**config.mk**
```make
export PLATFORM = sky130hd
export DESIGN_NAME = arccos_solver
export DESIGN_NICKNAME = d
export VERILOG_FILES = /design/src/rtl/arccos_solver.sv
export SDC_FILE = /design/constraint.sdc
export NUM_CORES = 1
export LEC_CHECK = 0
export CAP_MARGIN = 0
export CORE_ASPECT_RATIO = 0.8
export CORE_UTILIZATION = 45
export DETAILED_ROUTE_END_ITERATION = 6
export GPL_TIMING_DRIVEN = 0
export PLACE_DENSITY = 0.68
export SLEW_MARGIN = 40
export SYNTH_ARGS = -nofsm -noshare
export SYNTH_HDL_FRONTEND = slang
export SYNTH_SLANG_ARGS = --single-unit
```
**constraint.sdc**
```tcl
create_clock -name clk -period 15.4 [get_ports clk]
set_input_delay 3.08 -clock clk [delete_from_list [all_inputs] [get_ports clk]]
set_output_delay 3.08 -clock clk [all_outputs]
set_load 0.02 [all_outputs]
```
**src/rtl/arccos_solver.sv**
```systemverilog
// Iterative arccos: bisects the angle in [0,402] (Q2.8 radians) against a 6th-order Taylor cosine.
// Define ACOS_ERR_EN to add the err port and reject operands above 1.0 instead of saturating them.
module arccos_solver (
   input  logic       clk,
   input  logic       rst,
   input  logic       start,
   input  logic [9:0] c,
   output logic       ready,
   output logic [9:0] angle
`ifdef ACOS_ERR_EN
   ,
   output logic       err
`endif
);

   typedef enum logic [2:0] {IDLE, LOAD, SQ, P4, P6, SUM, CMP} state_t;

   localparam logic [9:0] C_ONE   = 10'h100;
   localparam logic [8:0] HI_INIT = 9'd402;

   state_t             state_q;
   logic [8:0]         c_q, lo_q, hi_q, mid_q;
   logic [15:0]        x2_q;
   logic [16:0]        x4_q;
   logic [17:0]        x6_q;
   logic signed [17:0] acc_q;
   logic               ready_q;
   logic [9:0]         angle_q;
`ifdef ACOS_ERR_EN
   logic               err_q;
`endif

   logic [9:0]         sum_c;
   logic [8:0]         mid_c;
   logic [17:0]        mul_a;
   logic [15:0]        mul_b;
   logic [33:0]        prod;
   logic signed [17:0] prod_hi, cos_c, thr_c;
   logic               le_c;
   logic [8:0]         lo_d, hi_d;
   logic               unused_bits;

   function automatic logic [8:0] sat_operand(input logic [9:0] v);
      return (v > C_ONE) ? C_ONE[8:0] : v[8:0];
   endfunction

   assign sum_c = {1'b0, lo_q} + {1'b0, hi_q};
   assign mid_c = sum_c[9:1];

   // x4 and x6 exceed 2.0 near pi/2, so the shared multiplier takes an 18-bit A operand
   always_comb begin
      mul_a = '0;
      mul_b = '0;
      unique case (state_q)
         SQ:  begin mul_a = {9'b0, mid_c}; mul_b = {7'b0, mid_c}; end
         P4:  begin mul_a = {2'b0, x2_q};  mul_b = x2_q;          end
         P6:  begin mul_a = {1'b0, x4_q};  mul_b = x2_q;          end
         SUM: begin mul_a = {1'b0, x4_q};  mul_b = 16'd2731;      end
         CMP: begin mul_a = x6_q;          mul_b = 16'd91;        end
         default: ;
      endcase
   end

   assign prod        = {16'b0, mul_a} * {18'b0, mul_b};
   assign prod_hi     = $signed({1'b0, prod[32:16]});
   assign cos_c       = acc_q - prod_hi;
   assign thr_c       = $signed({3'b0, c_q, 6'b0});
   assign le_c        = (cos_c <= thr_c);
   assign lo_d        = le_c ? lo_q : mid_q + 9'd1;
   assign hi_d        = le_c ? mid_q : hi_q;
   assign unused_bits = ^{prod[33], prod[1:0]};

   always_ff @(posedge clk or negedge rst) begin
      if (!rst) begin
         state_q <= IDLE;
         c_q     <= '0;
         lo_q    <= '0;
         hi_q    <= '0;
         mid_q   <= '0;
         x2_q    <= '0;
         x4_q    <= '0;
         x6_q    <= '0;
         acc_q   <= '0;
         ready_q <= 1'b1;
         angle_q <= '0;
`ifdef ACOS_ERR_EN
         err_q   <= 1'b0;
`endif
      end else begin
         unique case (state_q)
            IDLE: begin
               if (start) begin
                  state_q <= LOAD;
                  ready_q <= 1'b0;
`ifdef ACOS_ERR_EN
                  err_q   <= 1'b0;
`endif
               end
            end
            LOAD: begin
`ifdef ACOS_ERR_EN
               if (c > C_ONE) begin
                  state_q <= IDLE;
                  ready_q <= 1'b1;
                  angle_q <= '0;
                  err_q   <= 1'b1;
               end else
`endif
               begin
                  c_q     <= sat_operand(c);
                  lo_q    <= '0;
                  hi_q    <= HI_INIT;
                  state_q <= SQ;
               end
            end
            SQ: begin
               mid_q   <= mid_c;
               x2_q    <= prod[17:2];
               acc_q   <= 18'sd16384 - $signed({3'b0, prod[17:3]});
               state_q <= P4;
            end
            P4: begin
               x4_q    <= prod[30:14];
               state_q <= P6;
            end
            P6: begin
               x6_q    <= prod[31:14];
               state_q <= SUM;
            end
            SUM: begin
               acc_q   <= acc_q + prod_hi;
               state_q <= CMP;
            end
            CMP: begin
               acc_q <= cos_c;
               lo_q  <= lo_d;
               hi_q  <= hi_d;
               if (lo_d != hi_d) begin
                  state_q <= SQ;
               end else begin
                  state_q <= IDLE;
                  ready_q <= 1'b1;
                  angle_q <= {1'b0, lo_d};
               end
            end
            default: state_q <= IDLE;
         endcase
      end
   end

   assign ready = ready_q;
   assign angle = angle_q;
`ifdef ACOS_ERR_EN
   assign err   = err_q;
`endif

endmodule

```
==> flow_summary.ini <==
[outcome]
status = complete, no violations

[routing]
vias = 15229
postRouteAntennaNets = 0
viasPerCell = 5.760
drc = 0
drtIter0Drc = 1601
drt_wl_total_um = 54120
drt_pass1_iterations = 6
avgRoutedWirePerCell_um = 20.47

[worst_setup_path]
cpMaxStageDelayCell = a211oi_1
crit_type = reg -> reg
cp-end-kind = register
worstPathRequired_ns = 15.71
start_kind = register
worst-path-max-fanout = 10
cp.arrival_ns = 14.81
slowest_delay_ns = 0.67

[cts]
clk_pin_slew_ns = 0.06
cts_resized = 0
htree_levels = 4
clock-sinks = 118
cts-buffers-inserted = 17
root_buffer = clkbuf_16
cts_setup_buffers = 0
hold_buffers = 0
clk_latency_ns = 0.43
clockBufferDepth = 2
cts_tree = done

[die]
die_area_um2 = 39880
ios = 24
num_rows = 64
die_h_um = 178.8
die_x_um = 223.0
start_util_pct = 45.84
fp.coreArea_um2 = 38360

[synth]
synth.distinct_cells = 90
yosys.area.top_type = fa_1
ys_ff_latch = 118
synth_area_per_cell_um2 = 8.462
synth_area_um2 = 17580
async_flop_share_pct = 100.0
yosys.area.top_type_share_pct = 25.50
syn_inst = 2078
synth_edf_count = 0
netlist_top_cells_area = fa_1, dfrtp_1, ha_1, inv_1, nand2_1
yosys_warnings = 0
synth_ff_type = dfrtp_1
ys_seq_area_share_pct = 16.80

[sta]
max_freq_mhz = 68.97
fin_crit_sh_pct = 94.15
period_minus_slack_ns = 14.50
worst_slack_ns = 0.9006
setup_tns_ns = 0
maxSlewViolCount = 0
final-setup-viol-count = 0
rsz0062_at_grt = false
fin_skew_ns = 0.008659
slew_headroom_pct = 40.52
tightest_slew_ns = 0.8921
hold_viol_final = 0

[cells_and_area]
nNetsFinal = 2527
multi_input_area_um2 = 13190
n_fill_cell = 3567
syn_to_final_growth_pct = 10.03
layout-drive-gt1-share_pct = 5.351
final-seq-area_um2 = 2954
fin_util_pct = 50.44
n_antenna_cell = 0
finalInstanceArea_um2 = 19350

[placed_design]
io_buffers = 22
place_area_um2 = 18700
place_congestion = 1.003
hpwl_um = 43320
pre_cts_ws_ns = 1.322

[global_route]
antenna_found_initial = 1
grt_max_degree = 66
grt_overflow = 0
grt_pass1_wl_um = 86440
grt.total_usage_pct = 28.40
grt_pass1_vias = 15231

[run]
drv_cap = 0

[worst_hold_path]
min_path_type = reg -> reg
[layout by cell type (no fill, tap or decap), drive strengths merged, types with 8 or more instances in the layout]
cell           instances
nand4                 11
o21a                  10
o31ai                  9
or2                    8
a221oi                 9
ha                   154
a22o                  14
mux2                  17
nor2                 204
mux2i                 25
o21bai                16
buf                   23
a21oi                 81
nand2b                25
and2                  23
nor2b                 12
xnor2                 56
clkdlybuf4s50         21
nor4                   9
o221ai                 9
xor2                  29
conb                  11
nor3                  23
inv                  355
dfrtp                117
o21ai                115
or3                    8
a22oi                 10
nand3                 14
clkbuf                86
fa                   224
and3                   9
o22ai                  8
a211oi                19
a21o                  29
nand2                275
[through the flow]
stage               hold slack, ns  cells
floorplan                   0.4422   2087
global placement            0.4570   2604
detailed placement          0.4628   2611
CTS                         0.4762   2643
global route                0.5006   2644
finish                      0.4749   2644
[synthesized netlist by cell type (10+ instances only)]
cell type	number
nor3_1	23
a22o_1	14
mux2i_1	25
a211oi_1	18
dfrtp_1	117
nand3_1	13
xor2_1	29
fa_1	224
o21bai_1	16
a21oi_1	81
a22oi_1	10
xnor2_1	56
clkbuf_1	64
nand2_1	275
nor2b_1	11
nor2_1	203
ha_1	154
and2_1	21
nand4_1	11
a21o_1	28
o21ai_0	112
inv_1	354
nand2b_1	25
[cell families after synthesis]
logic type | after synthesis | synth area share (%)
AOI/OAI and AO/OA | 381 | 14.36
xor gates and xnor gates | 85 | 4.234
adders and majority gates | 378 | 36.46
buffers and inverters | 434 | 9.449
DFF | 118 | 16.80
muxes | 42 | 2.683
other | 2 | 0.04271
and+or+nand+nor | 638 | 15.97
[routing by layer]
layer / vias to the layer above / track usage (%) / share of wire, %
li1: 6830 / - / -
met1: 7602 / 41.25 / 45
met2: 708 / 42.67 / 43
met3: 87 / 6.473 / 9.8
met4: 2 / 6.839 / 1.9
met5: - / 0 / 0.020
[critical path, delay by kind of cell, from the launching register on]
| kind | cells | cell delay [ns] |
|---|---|---|
| AO/OA/AOI/OAI | 18 | 5.14 |
| adder cells (fa/ha/maj) | 10 | 4.42 |
| AND/OR/NAND/NOR | 7 | 1.87 |
| buffers and inverters | 8 | 1.44 |
| XOR/XNOR | 2 | 0.63 |
| flip-flops | 1 | 0.46 |
| multiplexers | 1 | 0.40 |
[path summary, 6_finish.rpt]
| path | start | endpoint | slack [ns] | cells after the start |
|---|---|---|---|---|
| setup / recovery | lo_q[1] | hi_q[4] | 0.90 | 46 |
| hold / removal | x4_q[7] | x4_q[7] | 0.47 | 2 |
| setup reg to reg | lo_q[1] | hi_q[4] | 0.90 | 46 |
| hold reg to reg | x4_q[7] | x4_q[7] | 0.47 | 2 |
| max in group asynchronous | rst | ready | 12.08 | 2 |
| min in group asynchronous | rst | c_q[4] | 2.59 | 1 |
[sequential cells by signal, summed over array words and instances, names as in the netlist]
register  count
ready         1
x6_q         18
angle         9
x2_q         16
c_q           9
state_q       3
lo_q          9
acc_q        18
mid_q         9
x4_q         17
hi_q          9
[final cells by class]
class	count	area share [%]
plain buffers	79	1.707
clock buffers	21	2.432
clock inverters	11	0.7631
inverters	355	6.887
multi-input cells	1535	68.17
flip-flops and latches	118	15.27
well taps	495	3.201
repair buffers	30	1.571
Power is left out: the tool's default activity adds up to more than one toggle a clock period on the data nets, which glitch-free logic cannot reach.
